File: src/rtl/cc_operand_loader_if.sv
// Operand-loader bus: shared operand input, comparator hookup and status.
// The count signal exists only when CC_OPERANDLOADER_COUNT_EN is defined.
interface cc_operand_loader_if #(
    parameter int NUMBER_DATAWIDTH = 8
);
    logic [NUMBER_DATAWIDTH-1:0] CC_OPERANDLOADER_data_InBUS;
    logic                        CC_OPERANDLOADER_load_In;
    logic                        CC_OPERANDLOADER_clear_In;
    logic                        CC_OPERANDLOADER_lessthan_In;
    logic [NUMBER_DATAWIDTH-1:0] CC_OPERANDLOADER_dataA_OutBUS;
    logic [NUMBER_DATAWIDTH-1:0] CC_OPERANDLOADER_dataB_OutBUS;
    logic                        CC_OPERANDLOADER_valid_Out;
    logic                        CC_OPERANDLOADER_result_Out;
    logic                        CC_OPERANDLOADER_done_Out;
    logic [1:0]                  CC_OPERANDLOADER_state_OutBUS;
`ifdef CC_OPERANDLOADER_COUNT_EN
    logic [7:0]                  CC_OPERANDLOADER_count_OutBUS;
`endif

    modport slave (
`ifdef CC_OPERANDLOADER_COUNT_EN
        output CC_OPERANDLOADER_count_OutBUS,
`endif
        input  CC_OPERANDLOADER_data_InBUS,
        input  CC_OPERANDLOADER_load_In,
        input  CC_OPERANDLOADER_clear_In,
        input  CC_OPERANDLOADER_lessthan_In,
        output CC_OPERANDLOADER_dataA_OutBUS,
        output CC_OPERANDLOADER_dataB_OutBUS,
        output CC_OPERANDLOADER_valid_Out,
        output CC_OPERANDLOADER_result_Out,
        output CC_OPERANDLOADER_done_Out,
        output CC_OPERANDLOADER_state_OutBUS
    );

    modport master (
`ifdef CC_OPERANDLOADER_COUNT_EN
        input  CC_OPERANDLOADER_count_OutBUS,
`endif
        output CC_OPERANDLOADER_data_InBUS,
        output CC_OPERANDLOADER_load_In,
        output CC_OPERANDLOADER_clear_In,
        output CC_OPERANDLOADER_lessthan_In,
        input  CC_OPERANDLOADER_dataA_OutBUS,
        input  CC_OPERANDLOADER_dataB_OutBUS,
        input  CC_OPERANDLOADER_valid_Out,
        input  CC_OPERANDLOADER_result_Out,
        input  CC_OPERANDLOADER_done_Out,
        input  CC_OPERANDLOADER_state_OutBUS
    );
endinterface

File: src/rtl/cc_operand_loader.sv
// Loads operands A then B for the less-than comparator and latches its result.
// Optional completed-compare counter: define CC_OPERANDLOADER_COUNT_EN.
module cc_operand_loader #(
    parameter int NUMBER_DATAWIDTH = 8
) (
    input  logic                  CC_OPERANDLOADER_CLOCK_50,
    input  logic                  CC_OPERANDLOADER_RESET_InLow,
    cc_operand_loader_if.slave    bus
);

    typedef enum logic [1:0] {
        WAIT_A = 2'd0,
        WAIT_B = 2'd1,
        SETTLE = 2'd2,
        HOLD   = 2'd3
    } state_e;

    state_e                      state_q, state_d;
    logic [NUMBER_DATAWIDTH-1:0] dataA_q, dataA_d;
    logic [NUMBER_DATAWIDTH-1:0] dataB_q, dataB_d;
    logic                        result_q, result_d;
    logic                        valid_q, valid_d;
    logic                        done_q, done_d;
    logic                        load_prev_q;
    logic                        load_edge;
`ifdef CC_OPERANDLOADER_COUNT_EN
    logic [7:0]                  count_q, count_d;
`endif

    assign load_edge = bus.CC_OPERANDLOADER_load_In & ~load_prev_q;

    always_ff @(posedge CC_OPERANDLOADER_CLOCK_50 or negedge CC_OPERANDLOADER_RESET_InLow) begin
        if (!CC_OPERANDLOADER_RESET_InLow) begin
            state_q     <= WAIT_A;
            dataA_q     <= '0;
            dataB_q     <= '0;
            result_q    <= 1'b0;
            valid_q     <= 1'b0;
            done_q      <= 1'b0;
            load_prev_q <= 1'b0;
`ifdef CC_OPERANDLOADER_COUNT_EN
            count_q     <= 8'd0;
`endif
        end else begin
            state_q     <= state_d;
            dataA_q     <= dataA_d;
            dataB_q     <= dataB_d;
            result_q    <= result_d;
            valid_q     <= valid_d;
            done_q      <= done_d;
            load_prev_q <= bus.CC_OPERANDLOADER_load_In;
`ifdef CC_OPERANDLOADER_COUNT_EN
            count_q     <= count_d;
`endif
        end
    end

    always_comb begin
        state_d  = state_q;
        dataA_d  = dataA_q;
        dataB_d  = dataB_q;
        result_d = result_q;
`ifdef CC_OPERANDLOADER_COUNT_EN
        count_d  = count_q;
`endif
        if (bus.CC_OPERANDLOADER_clear_In) begin
            state_d  = WAIT_A;
            dataA_d  = '0;
            dataB_d  = '0;
            result_d = 1'b0;
`ifdef CC_OPERANDLOADER_COUNT_EN
            count_d  = 8'd0;
`endif
        end else begin
            unique case (state_q)
                WAIT_A: begin
                    if (load_edge) begin
                        dataA_d = bus.CC_OPERANDLOADER_data_InBUS;
                        state_d = WAIT_B;
                    end
                end
                WAIT_B: begin
                    if (load_edge) begin
                        dataB_d = bus.CC_OPERANDLOADER_data_InBUS;
                        state_d = SETTLE;
                    end
                end
                // Operands have been stable for a full cycle here.
                SETTLE: begin
                    result_d = bus.CC_OPERANDLOADER_lessthan_In;
                    state_d  = HOLD;
`ifdef CC_OPERANDLOADER_COUNT_EN
                    count_d  = count_q + 8'd1;
`endif
                end
                HOLD: begin
                    if (load_edge) begin
                        dataA_d  = bus.CC_OPERANDLOADER_data_InBUS;
                        dataB_d  = '0;
                        result_d = 1'b0;
                        state_d  = WAIT_B;
                    end
                end
                default: state_d = WAIT_A;
            endcase
        end
        valid_d = (state_d == SETTLE) || (state_d == HOLD);
        done_d  = (state_d == HOLD);
    end

    assign bus.CC_OPERANDLOADER_dataA_OutBUS = dataA_q;
    assign bus.CC_OPERANDLOADER_dataB_OutBUS = dataB_q;
    assign bus.CC_OPERANDLOADER_valid_Out    = valid_q;
    assign bus.CC_OPERANDLOADER_result_Out   = result_q;
    assign bus.CC_OPERANDLOADER_done_Out     = done_q;
    assign bus.CC_OPERANDLOADER_state_OutBUS = state_q;
`ifdef CC_OPERANDLOADER_COUNT_EN
    assign bus.CC_OPERANDLOADER_count_OutBUS = count_q;
`endif

endmodule
File: src/flat_wrapper.sv
// flat-port wrapper written by rule: the top's interface ports become plain ports
module cc_operand_loader_flat 
#(
    parameter int NUMBER_DATAWIDTH = 8
)
  (CC_OPERANDLOADER_CLOCK_50, CC_OPERANDLOADER_RESET_InLow, bus_CC_OPERANDLOADER_data_InBUS, bus_CC_OPERANDLOADER_load_In, bus_CC_OPERANDLOADER_clear_In, bus_CC_OPERANDLOADER_lessthan_In, bus_CC_OPERANDLOADER_dataA_OutBUS, bus_CC_OPERANDLOADER_dataB_OutBUS, bus_CC_OPERANDLOADER_valid_Out, bus_CC_OPERANDLOADER_result_Out, bus_CC_OPERANDLOADER_done_Out, bus_CC_OPERANDLOADER_state_OutBUS);
  cc_operand_loader_if #(.NUMBER_DATAWIDTH(NUMBER_DATAWIDTH)) bus_i ();
  input  logic CC_OPERANDLOADER_CLOCK_50;
  input  logic CC_OPERANDLOADER_RESET_InLow;
  input wire logic [$bits(bus_i.CC_OPERANDLOADER_data_InBUS)-1:0] bus_CC_OPERANDLOADER_data_InBUS;
  input wire logic [$bits(bus_i.CC_OPERANDLOADER_load_In)-1:0] bus_CC_OPERANDLOADER_load_In;
  input wire logic [$bits(bus_i.CC_OPERANDLOADER_clear_In)-1:0] bus_CC_OPERANDLOADER_clear_In;
  input wire logic [$bits(bus_i.CC_OPERANDLOADER_lessthan_In)-1:0] bus_CC_OPERANDLOADER_lessthan_In;
  output wire logic [$bits(bus_i.CC_OPERANDLOADER_dataA_OutBUS)-1:0] bus_CC_OPERANDLOADER_dataA_OutBUS;
  output wire logic [$bits(bus_i.CC_OPERANDLOADER_dataB_OutBUS)-1:0] bus_CC_OPERANDLOADER_dataB_OutBUS;
  output wire logic [$bits(bus_i.CC_OPERANDLOADER_valid_Out)-1:0] bus_CC_OPERANDLOADER_valid_Out;
  output wire logic [$bits(bus_i.CC_OPERANDLOADER_result_Out)-1:0] bus_CC_OPERANDLOADER_result_Out;
  output wire logic [$bits(bus_i.CC_OPERANDLOADER_done_Out)-1:0] bus_CC_OPERANDLOADER_done_Out;
  output wire logic [$bits(bus_i.CC_OPERANDLOADER_state_OutBUS)-1:0] bus_CC_OPERANDLOADER_state_OutBUS;
  assign bus_i.CC_OPERANDLOADER_data_InBUS = bus_CC_OPERANDLOADER_data_InBUS;
  assign bus_i.CC_OPERANDLOADER_load_In = bus_CC_OPERANDLOADER_load_In;
  assign bus_i.CC_OPERANDLOADER_clear_In = bus_CC_OPERANDLOADER_clear_In;
  assign bus_i.CC_OPERANDLOADER_lessthan_In = bus_CC_OPERANDLOADER_lessthan_In;
  assign bus_CC_OPERANDLOADER_dataA_OutBUS = bus_i.CC_OPERANDLOADER_dataA_OutBUS;
  assign bus_CC_OPERANDLOADER_dataB_OutBUS = bus_i.CC_OPERANDLOADER_dataB_OutBUS;
  assign bus_CC_OPERANDLOADER_valid_Out = bus_i.CC_OPERANDLOADER_valid_Out;
  assign bus_CC_OPERANDLOADER_result_Out = bus_i.CC_OPERANDLOADER_result_Out;
  assign bus_CC_OPERANDLOADER_done_Out = bus_i.CC_OPERANDLOADER_done_Out;
  assign bus_CC_OPERANDLOADER_state_OutBUS = bus_i.CC_OPERANDLOADER_state_OutBUS;
  cc_operand_loader #(.NUMBER_DATAWIDTH(NUMBER_DATAWIDTH)) u_core (.CC_OPERANDLOADER_CLOCK_50(CC_OPERANDLOADER_CLOCK_50), .CC_OPERANDLOADER_RESET_InLow(CC_OPERANDLOADER_RESET_InLow), .bus(bus_i));
endmodule
File: config.mk
export PLATFORM = sky130hd
export DESIGN_NAME = cc_operand_loader_flat
export DESIGN_NICKNAME = d
export VERILOG_FILES = /design/src/rtl/cc_operand_loader_if.sv /design/src/rtl/cc_operand_loader.sv /design/src/flat_wrapper.sv
export SDC_FILE = /design/constraint.sdc
export NUM_CORES = 1
export LEC_CHECK = 0
export ABC_AREA = 1
export BUFFER_PORTS_ARGS = -buffer_cell sky130_fd_sc_hd__buf_2
export CORE_UTILIZATION = 44
export CTS_CLUSTER_DIAMETER = 120
export DETAILED_ROUTE_END_ITERATION = 8
export GPL_TIMING_DRIVEN = 0
export PLACE_DENSITY = 0.73
export SLEW_MARGIN = 10
export SYNTH_ARGS = -nofsm -noshare
export SYNTH_HDL_FRONTEND = slang
export SYNTH_SLANG_ARGS = --single-unit
File: constraint.sdc
create_clock -name CC_OPERANDLOADER_CLOCK_50 -period 1.5 [get_ports CC_OPERANDLOADER_CLOCK_50]
set_clock_uncertainty 0.1 [all_clocks]
set_input_delay 0.075 -clock CC_OPERANDLOADER_CLOCK_50 [delete_from_list [all_inputs] [get_ports CC_OPERANDLOADER_CLOCK_50]]
set_output_delay 0.075 -clock CC_OPERANDLOADER_CLOCK_50 [all_outputs]
set_load 0.005 [all_outputs]
==> results of run 1 <==
-- cells in the final DEF, fill, tap and decap left out --
master	count
buf_2	34
dfrtp_1	21
nand2_1	22
nand3_2	2
nand3_4	1
nand2_4	2
clkinv_1	1
ha_1	2
nand3_1	19
buf_4	4
inv_2	3
clkbuf_8	1
ha_4	1
nand2_2	4
buf_6	4
a21oi_1	1
dlygate4sd3_1	11
clkbuf_4	3
o21ai_2	8
o21ai_1	10
inv_1	6
dfrtp_2	1
nor2_1	2
-- registers in the layout (all words and copies together) (netlist names) --
name	flops
u_core.bus.CC_OPERANDLOADER_dataA_OutBUS	8
u_core.bus.CC_OPERANDLOADER_dataB_OutBUS	8
u_core.bus.CC_OPERANDLOADER_state_OutBUS	2
u_core.bus.CC_OPERANDLOADER_done_Out	1
u_core.bus.CC_OPERANDLOADER_result_Out	1
u_core.bus.CC_OPERANDLOADER_valid_Out	1
u_core.load_prev_q	1
-- area by class of cell --
class | instances | area (µm²) | area share, %
buffer | 5 | 50.0 | 3.42
tap | 28 | 35.0 | 2.40
timing repair buffer | 48 | 305 | 20.9
multi-input combinational | 74 | 445 | 30.5
clock buffer | 4 | 36.3 | 2.48
inverter | 10 | 37.5 | 2.57
sequential | 22 | 552 | 37.8
-- power breakdown --
group / switching, mW / internal (mW) / leakage [nW] / total [mW]
Combinational: 0.422 / 0.373 / 0.462 / 0.795
Clock: 0.179 / 0.148 / 0.0210 / 0.327
Sequential: 0.0890 / 0.728 / 0.291 / 0.817
Total: 0.690 / 1.25 / 0.774 / 1.94
-- cell families after synthesis --
group                    Yosys count
flip-flops                        22
AO/OA/AOI/OAI                     19
adder cells (fa/ha/maj)            3
AND/OR/NAND/NOR                   51
buffers and inverters             16
-- tightest hold or removal path, delay by kind of cell --
family                 cells  cell delay, ns
and+or+nand+nor            1            0.08
buffers and inverters      3            0.28
AOI/OAI and AO/OA          1            0.06
-- per-stage QoR --
stage / setup WS [ns] / util, %
after floorplan: 0.0838 / -
after global placement: -0.0143 / 56.4
after detailed placement: -0.0693 / 56.4
after CTS: 0.00260 / 63.4
after global routing: -0.0136 / 65.4
final: 0.0773 / 65.4
-- per-layer routing --
layer	vias up	share of wire [%]
met3	5	3.5
met5	-	0
li1	470	-
met4	0	1.7
met2	28	53
met1	441	42
-- repair_timing --
item / 4_1_cts / 5_1_grt
gates resized for setup: 1 / 5
hold buffers: 11 / 0
setup buffers: 2 / 1
setup endpoints to repair: 11 / 17
gates cloned: 0 / 2
endpoints found under the hold margin: 40 / 0
pin swaps: 0 / 2
-- path summary, 6_finish.rpt --
check                                                              end  cells past startpoint                                   startpoint  slack (ns)
setup / recovery           u_core.bus.CC_OPERANDLOADER_dataB_OutBUS[3]                      7  u_core.bus.CC_OPERANDLOADER_state_OutBUS[1]        0.08
setup reg to reg           u_core.bus.CC_OPERANDLOADER_dataB_OutBUS[3]                      7  u_core.bus.CC_OPERANDLOADER_state_OutBUS[1]        0.08
max in group asynchronous  u_core.bus.CC_OPERANDLOADER_state_OutBUS[1]                      2                 CC_OPERANDLOADER_RESET_InLow        0.81
min in group asynchronous  u_core.bus.CC_OPERANDLOADER_dataA_OutBUS[7]                      2                 CC_OPERANDLOADER_RESET_InLow        0.14
hold / removal             u_core.bus.CC_OPERANDLOADER_dataB_OutBUS[6]                      5                bus_CC_OPERANDLOADER_clear_In         0.1
hold reg to reg            u_core.bus.CC_OPERANDLOADER_dataB_OutBUS[1]                      2  u_core.bus.CC_OPERANDLOADER_dataB_OutBUS[1]        0.39
==> flow_summary.json, run 1 <==
{
  "slew_viol_final": 0,
  "die-area_mm2": 0.00261,
  "power_mw": 1.94,
  "cp_top_family": "flip-flops",
  "synth_edf_count": 0,
  "cpMostUsedCell": "inv_1",
  "leakage_nw": 0.774,
  "clkSinkCount": 22,
  "hold_violations": 0,
  "cp-start-kind": "flip-flop",
  "wl_um": 2420,
  "stdcell_area_mm2": 0.00146,
  "slew_headroom_pct": 68.0,
  "grt_use_met1_pct": 22.9,
  "grt_max_degree": 23,
  "required_ns": 1.62,
  "antenna_left": 0,
  "clock_latency_ns": 0.31,
  "fin_crit_sh_pct": 94.8,
  "drc": 0,
  "synth_fa_ha_area_share_pct": 3.55,
  "htree_num_levels": 1,
  "dpl.cell_count": 172,
  "drive_above_1_share_pct": 41.7,
  "tightest_slew_ns": 0.479,
  "viasPerCell": 4.94,
  "status": "complete, no violations",
  "final.setup.tns_ns": 0,
  "met3_usage_pct": 2.68,
  "setup_viol": 0,
  "synth-simple-area-share_pct": 23.3,
  "layout_min_cycle_time_ns": 1.42,
  "grt-ovfl-total": 0,
  "drtIter0Drc": 18,
  "final_cell_count_no_fill": 191,
  "row_count": 17,
  "via_count": 944,
  "drv_cap": 0,
  "critPathArrivalTime_ns": 1.54,
  "grt_pass1_vias": 972,
  "synth_commonest_cells": "22 x dfrtp_1, 22 x nand2_1, 20 x nand3_1",
  "ios": 34,
  "synth_compound_area_share_pct": 11.8,
  "cts_inserted_buffers": 3,
  "holdWs_ns": 0.0998,
  "cp_cell_sequence": "inv_1 -> ha_1 -> inv_1 -> nand3_2 -> nand2_4 -> nand2_1 -> o21ai_2",
  "syn_area_mm2": 0.00106,
  "synth_xor_area_share_pct": 0,
  "grt.busiest_layer": "met2",
  "synth_fp_nets": 127,
  "synth_ff_type": "dfrtp_1",
  "die_h_um": 51.1,
  "crit_buf_inv": 2,
  "power.density_mw_per_mm2": 1330,
  "syn_inst": 111,
  "antennaDiodeCount": 0,
  "firstDrtPassIters": 4,
  "wl_per_cell_um": 12.6,
  "cp-end-kind": "flip-flop",
  "grt_pass1_wl_um": 3930,
  "gp_congestion": 0.770,
  "met2_usage_pct": 39.5,
  "synth_top_area_share_pct": 52.0,
  "synth_warnings": 0,
  "critical_path.slowest_cell": "dfrtp_2",
  "root_buffer": "clkbuf_4",
  "synth_cell_type_count": 16,
  "hpwl_um": 1630,
  "start_util_pct": 47.4,
  "yosysSeqAreaShare_pct": 52.0,
  "synthArstFlopShare_pct": 100,
  "cts.path.max_buffers": 2,
  "num-nets-final": 180,
  "synth_top_family_by_area": "simple AND/OR/NAND/NOR gates",
  "hold_path.class": "input port to flip-flop",
  "synthMuxAreaShare_pct": 0,
  "coreArea_mm2": 0.00223,
  "yosysTopAreaCell": "dfrtp_1",
  "io_buffers": 33,
  "syn_to_final_growth_pct": 38.1,
  "fillers": 198,
  "placed_cell_area_mm2": 0.00126,
  "vdd_drop_max_mv": 0.832,
  "synth_area_leaders": "dfrtp_1 52%, nand3_1 9.5%, nand2_1 7.8%",
  "crit_fanout": 8,
  "antenna_found_initial": 0,
  "track_usage_pct": 20.8,
  "slowest_delay_ns": 0.47,
  "synth.avg_cell_area_um2": 9.54,
  "yosys_register_bits": 22,
  "cts_tree": "built",
  "fmax_ghz": 0.703,
  "critical_path_class": "flip-flop to flip-flop",
  "clk_pin_slew_ns": 0.12,
  "dieWidth_um": 51.1
}
No activity file was read; power rests on OpenSTA's default activity.
==> inputs of run 2 (changes only) <==
--- a/config.mk
+++ b/config.mk
@@ -7,11 +7,12 @@
 export LEC_CHECK = 0
 export ABC_AREA = 1
 export BUFFER_PORTS_ARGS = -buffer_cell sky130_fd_sc_hd__buf_2
-export CORE_UTILIZATION = 44
+export CORE_UTILIZATION = 46
+export CTS_BUF_LIST = sky130_fd_sc_hd__clkbuf_4
 export CTS_CLUSTER_DIAMETER = 120
 export DETAILED_ROUTE_END_ITERATION = 8
 export GPL_TIMING_DRIVEN = 0
-export PLACE_DENSITY = 0.73
+export PLACE_DENSITY = 0.76
 export SLEW_MARGIN = 10
 export SYNTH_ARGS = -nofsm -noshare
 export SYNTH_HDL_FRONTEND = slang
==> flow_summary.json, run 2 (synthesis results as in run 1) <==
{
  "htree_num_levels": 1,
  "ios": 34,
  "wl_um": 2170,
  "setup_viol": 0,
  "hold_violations": 0,
  "grt-ovfl-total": 0,
  "coreArea_mm2": 0.00219,
  "crit_fanout": 10,
  "place_ws_ns": -0.0905,
  "cp_cell_sequence": "inv_1 -> ha_2 -> inv_1 -> nand3_2 -> nand2_4 -> buf_8 -> nand2_2 -> o21ai_2",
  "cpMostUsedCell": "inv_1",
  "syn_to_final_growth_pct": 35.9,
  "grt_pass1_vias": 852,
  "required_ns": 1.60,
  "io_buffers": 33,
  "slew_headroom_pct": 67.8,
  "wl_met3_um": 87,
  "firstDrtPassIters": 4,
  "grt_max_degree": 23,
  "vdd_drop_max_mv": 1.05,
  "power.density_mw_per_mm2": 1270,
  "cp_top_family": "flip-flops",
  "die-area_mm2": 0.00250,
  "row_count": 17,
  "grt_pass1_wl_um": 3480,
  "start_util_pct": 48.3,
  "layout_common_cells": "33 x buf_2, 22 x nand2_1, 20 x dfrtp_1",
  "clk_pin_slew_ns": 0.11,
  "dpl.cell_count": 172,
  "critical_path.slowest_cell": "dfrtp_2",
  "viasPerCell": 4.80,
  "antennaDiodeCount": 0,
  "die_h_um": 50.0,
  "drc": 0,
  "cts.path.max_buffers": 2,
  "fmax_ghz": 0.701,
  "crit_buf_inv": 3,
  "fin_ws_ns": 0.0727,
  "cp-start-kind": "flip-flop",
  "track_usage_pct": 18.7,
  "cp-end-kind": "flip-flop",
  "gp_congestion": 0.773,
  "num-nets-final": 177,
  "wirelength_met1_um": 940,
  "status": "complete, no violations",
  "slowest_delay_ns": 0.47,
  "layout_min_cycle_time_ns": 1.43,
  "via_count": 903,
  "critPathArrivalTime_ns": 1.53,
  "critical_path_class": "flip-flop to flip-flop",
  "final_common_cell": "buf_2",
  "drive_above_1_share_pct": 41.3,
  "final_util_pct": 65.7,
  "final.setup.tns_ns": 0,
  "final_cell_count_no_fill": 188,
  "fin_crit_sh_pct": 95.2,
  "clock_latency_ns": 0.30,
  "wl_per_cell_um": 11.5,
  "highest_layer": "met4",
  "wl_met2_um": 1130,
  "tightest_slew_ns": 0.483,
  "cts_inserted_buffers": 3,
  "antenna_found_initial": 0,
  "antenna_left": 0,
  "holdWs_ns": 0.114,
  "root_buffer": "clkbuf_4",
  "dieWidth_um": 50.0,
  "drtIter0Drc": 14,
  "clkSinkCount": 22,
  "slew_viol_final": 0,
  "hold_path.class": "input port to flip-flop",
  "hpwl_um": 1580,
  "drv_cap": 0,
  "cts_tree": "built",
  "leakage_nw": 0.754
}
run 2: worst paths after layout:
check | cells past startpoint | slack [ns] | end | from
worst max-delay path | 8 | 0.07 | u_core.bus.CC_OPERANDLOADER_dataB_OutBUS[5] | u_core.bus.CC_OPERANDLOADER_state_OutBUS[1]
worst min-delay path | 5 | 0.11 | u_core.bus.CC_OPERANDLOADER_dataB_OutBUS[3] | bus_CC_OPERANDLOADER_clear_In
worst max register to register | 8 | 0.07 | u_core.bus.CC_OPERANDLOADER_dataB_OutBUS[5] | u_core.bus.CC_OPERANDLOADER_state_OutBUS[1]
worst min register to register | 2 | 0.39 | u_core.bus.CC_OPERANDLOADER_dataB_OutBUS[2] | u_core.bus.CC_OPERANDLOADER_dataB_OutBUS[2]
max in group asynchronous | 2 | 0.80 | u_core.bus.CC_OPERANDLOADER_state_OutBUS[0] | CC_OPERANDLOADER_RESET_InLow
min in group asynchronous | 2 | 0.15 | u_core.bus.CC_OPERANDLOADER_dataA_OutBUS[1] | CC_OPERANDLOADER_RESET_InLow
run 2: final cells by class:
cell class	instances	area (µm²)
Sequential cell	22	553
Inverter	10	37.5
Fill cell	204	752
Clock inverter	1	3.75
Tap cell	28	35.0
Buffer	6	67.6
Timing Repair Buffer	45	283
Clock buffer	3	22.5
Multi-Input combinational cell	73	437
run 2: routing by layer:
layer  track usage [%]  vias to the layer above
met4              7.14                        0
met1              22.9                      416
met3              2.78                        2
li1                  -                      461
met5                 0                        -
met2              32.7                       24
run 2: report_power, final:
part | internal [mW] | total (mW) | switching, mW
Combinational | 0.355 | 0.750 | 0.395
Sequential | 0.729 | 0.820 | 0.0906
Clock | 0.0969 | 0.264 | 0.167
Total | 1.18 | 1.83 | 0.652
run 2: stage by stage:
step           power [mW]  area (µm²)
2_1_floorplan        1.25        1060
3_3_place_gp         1.46        1260
3_5_place_dp         1.49        1260
4_1_cts              1.79        1400
5_1_grt              1.98        1440
6_report             1.83        1440
run 2: tightest hold or removal path, cell delays in order:
cell	delay, ns
buf_2	0.09
inv_2	0.05
buf_6	0.13
nand3_1	0.08
o21ai_2	0.06
run 2: repair_timing:
action                                  4_1_cts  5_1_grt
endpoints found under the setup margin        9       20
hold buffers                                 11        0
resized for setup                             2        6
hold endpoints to repair                     40        0
setup buffers                                 0        1
pin swaps                                     0        2
==> inputs of run 3 (changes only) <==
--- a/config.mk
+++ b/config.mk
@@ -7,12 +7,13 @@
 export LEC_CHECK = 0
 export ABC_AREA = 1
 export BUFFER_PORTS_ARGS = -buffer_cell sky130_fd_sc_hd__buf_2
-export CORE_UTILIZATION = 46
+export CORE_UTILIZATION = 51
 export CTS_BUF_LIST = sky130_fd_sc_hd__clkbuf_4
 export CTS_CLUSTER_DIAMETER = 120
 export DETAILED_ROUTE_END_ITERATION = 8
 export GPL_TIMING_DRIVEN = 0
-export PLACE_DENSITY = 0.76
+export PLACE_DENSITY = 0.8
+export SKIP_LAST_GASP = 1
 export SLEW_MARGIN = 10
 export SYNTH_ARGS = -nofsm -noshare
 export SYNTH_HDL_FRONTEND = slang
==> constraint.sdc (replaced) <==
create_clock -name CC_OPERANDLOADER_CLOCK_50 -period 1.49 [get_ports CC_OPERANDLOADER_CLOCK_50]
set_clock_uncertainty 0.1 [all_clocks]
set_input_delay 0.0745 -clock CC_OPERANDLOADER_CLOCK_50 [delete_from_list [all_inputs] [get_ports CC_OPERANDLOADER_CLOCK_50]]
set_output_delay 0.0745 -clock CC_OPERANDLOADER_CLOCK_50 [all_outputs]
set_load 0.005 [all_outputs]
==> flow_summary.json, run 3 (synthesis results as in run 1) <==
{
  "root_buffer": "clkbuf_4",
  "final_common_cell": "buf_2",
  "row_count": 16,
  "slew_viol_final": 0,
  "layout_common_cells": "34 x buf_2, 21 x nand2_1, 20 x dfrtp_1",
  "tightest_slew_ns": 0.475,
  "cp-start-kind": "flip-flop",
  "hold_violations": 0,
  "start_util_pct": 54.0,
  "slowest_delay_ns": 0.44,
  "viasPerCell": 5.14,
  "drtIter0Drc": 29,
  "slew_headroom_pct": 68.3,
  "critPathArrivalTime_ns": 1.57,
  "gp_congestion": 0.769,
  "fin_crit_sh_pct": 98.9,
  "setup_viol": 0,
  "coreArea_mm2": 0.00196,
  "cts_inserted_buffers": 3,
  "hpwl_um": 1560,
  "track_usage_pct": 21.0,
  "fillers": 157,
  "grt_max_degree": 23,
  "num-nets-final": 178,
  "critical_path_class": "flip-flop to flip-flop",
  "wl_per_cell_um": 13.2,
  "io_buffers": 33,
  "layout_min_cycle_time_ns": 1.47,
  "multi_input_area_um2": 448,
  "status": "complete, no violations",
  "leakage_nw": 0.756,
  "drive_above_1_share_pct": 41.6,
  "stdcell_area_mm2": 0.00144,
  "antenna_left": 0,
  "clkSinkCount": 22,
  "crit_fanout": 8,
  "ios": 34,
  "grt_pass1_vias": 735,
  "cp_cell_sequence": "inv_1 -> ha_4 -> nand3_4 -> buf_4 -> nand3_1 -> o21ai_1",
  "die_h_um": 47.6,
  "htree_num_levels": 1,
  "fmax_ghz": 0.679,
  "vdd_drop_max_mv": 0.834,
  "cts.path.max_buffers": 2,
  "required_ns": 1.59,
  "clk_pin_slew_ns": 0.12,
  "antennaDiodeCount": 0,
  "clock_latency_ns": 0.31,
  "dieWidth_um": 47.6,
  "place_ws_ns": -0.0496,
  "syn_to_final_growth_pct": 35.9,
  "cts_tree": "built",
  "drc": 0,
  "hold_path.class": "input port to flip-flop",
  "regArea_um2": 553,
  "grt-ovfl-total": 0,
  "placed_cell_area_mm2": 0.00126,
  "power.density_mw_per_mm2": 1320,
  "grt_pass1_wl_um": 3220,
  "via_count": 967,
  "firstDrtPassIters": 4,
  "cp-end-kind": "flip-flop",
  "wl_um": 2490,
  "critical_path.slowest_cell": "dfrtp_2",
  "die-area_mm2": 0.00226,
  "drv_cap": 0,
  "antenna_found_initial": 0,
  "fin_ws_ns": 0.0164
}
-- run 3: cell count changes in the layout (fill, tap and decap cells not counted) --
cell | before | now
ha_1 | 1 | 2
nand2_2 | 4 | 5
buf_4 | 1 | 2
ha_2 | 1 | 0
buf_2 | 33 | 34
clkbuf_4 | 4 | 3
nand2_4 | 1 | 2
nand2_1 | 22 | 21
buf_8 | 1 | 0
-- run 3: through the flow --
stage	setup TNS, ns	std cells	total power [mW]	utilization [%]	hold slack (ns)
3_3_place_gp	0	171	1.47	64.1	-0.0457
6_report	0	188	1.90	73.3	0.0880
5_1_grt	-0.0147	188	2.02	73.3	0.104
4_1_cts	-0.210	185	1.79	70.9	0.0880
3_5_place_dp	-0.307	171	1.50	64.1	-0.0389
2_1_floorplan	0	111	1.26	-	-0.321
-- run 3: worst paths after layout --
| path | start | to | cells past startpoint | slack [ns] |
|---|---|---|---|---|
| hold reg to reg | u_core.bus.CC_OPERANDLOADER_dataB_OutBUS[6] | u_core.bus.CC_OPERANDLOADER_dataB_OutBUS[6] | 2 | 0.39 |
| setup / recovery | u_core.bus.CC_OPERANDLOADER_state_OutBUS[0] | u_core.bus.CC_OPERANDLOADER_dataA_OutBUS[6] | 6 | 0.02 |
| max in group asynchronous | CC_OPERANDLOADER_RESET_InLow | u_core.bus.CC_OPERANDLOADER_state_OutBUS[1] | 2 | 0.81 |
| min in group asynchronous | CC_OPERANDLOADER_RESET_InLow | u_core.bus.CC_OPERANDLOADER_result_Out | 2 | 0.14 |
| hold / removal | bus_CC_OPERANDLOADER_clear_In | u_core.bus.CC_OPERANDLOADER_dataB_OutBUS[6] | 5 | 0.09 |
| setup reg to reg | u_core.bus.CC_OPERANDLOADER_state_OutBUS[0] | u_core.bus.CC_OPERANDLOADER_dataA_OutBUS[6] | 6 | 0.02 |
-- run 3: routing by layer --
layer  track usage (%)  up-vias  wire, µm
li1                  -      464         -
met1              27.0      461      1140
met3              4.15        6       106
met4              11.1        0        48
met2              33.7       36      1190
met5                 0        -         0
-- run 3: power by group --
part / switching, mW / leakage (nW) / total [mW] / internal [mW]
sequential: 0.0918 / 0.290 / 0.826 / 0.734
clock: 0.184 / 0.0154 / 0.282 / 0.0979
combinational: 0.436 / 0.451 / 0.793 / 0.356
total: 0.712 / 0.756 / 1.90 / 1.19
-- run 3: timing repair --
action                                  CTS  global route
hold buffers                             11             0
pin swaps                                 0             2
hold endpoints to repair                 40             0
gates resized for setup                   1             7
endpoints found under the setup margin   13            20
buffers inserted                          0             1
gates cloned                              0             2
-- run 3: layout make-up --
type                       instances  area share, %
buffer                             5           3.48
clock buffer                       3           1.57
clock inverter                     1          0.261
inverter                          10           2.61
multi-input combinational         74           31.1
sequential                        22           38.4
tap                               27           2.35
timing repair buffer              46           20.2
-- run 3: worst max-delay path, delay by kind of cell (launching register included) --
family | cells | cell delay [ns]
buffers and inverters | 2 | 0.27
flip-flops | 1 | 0.44
AO/OA/AOI/OAI | 1 | 0.09
AND/OR/NAND/NOR | 2 | 0.19
adder cells (fa/ha/maj) | 1 | 0.29
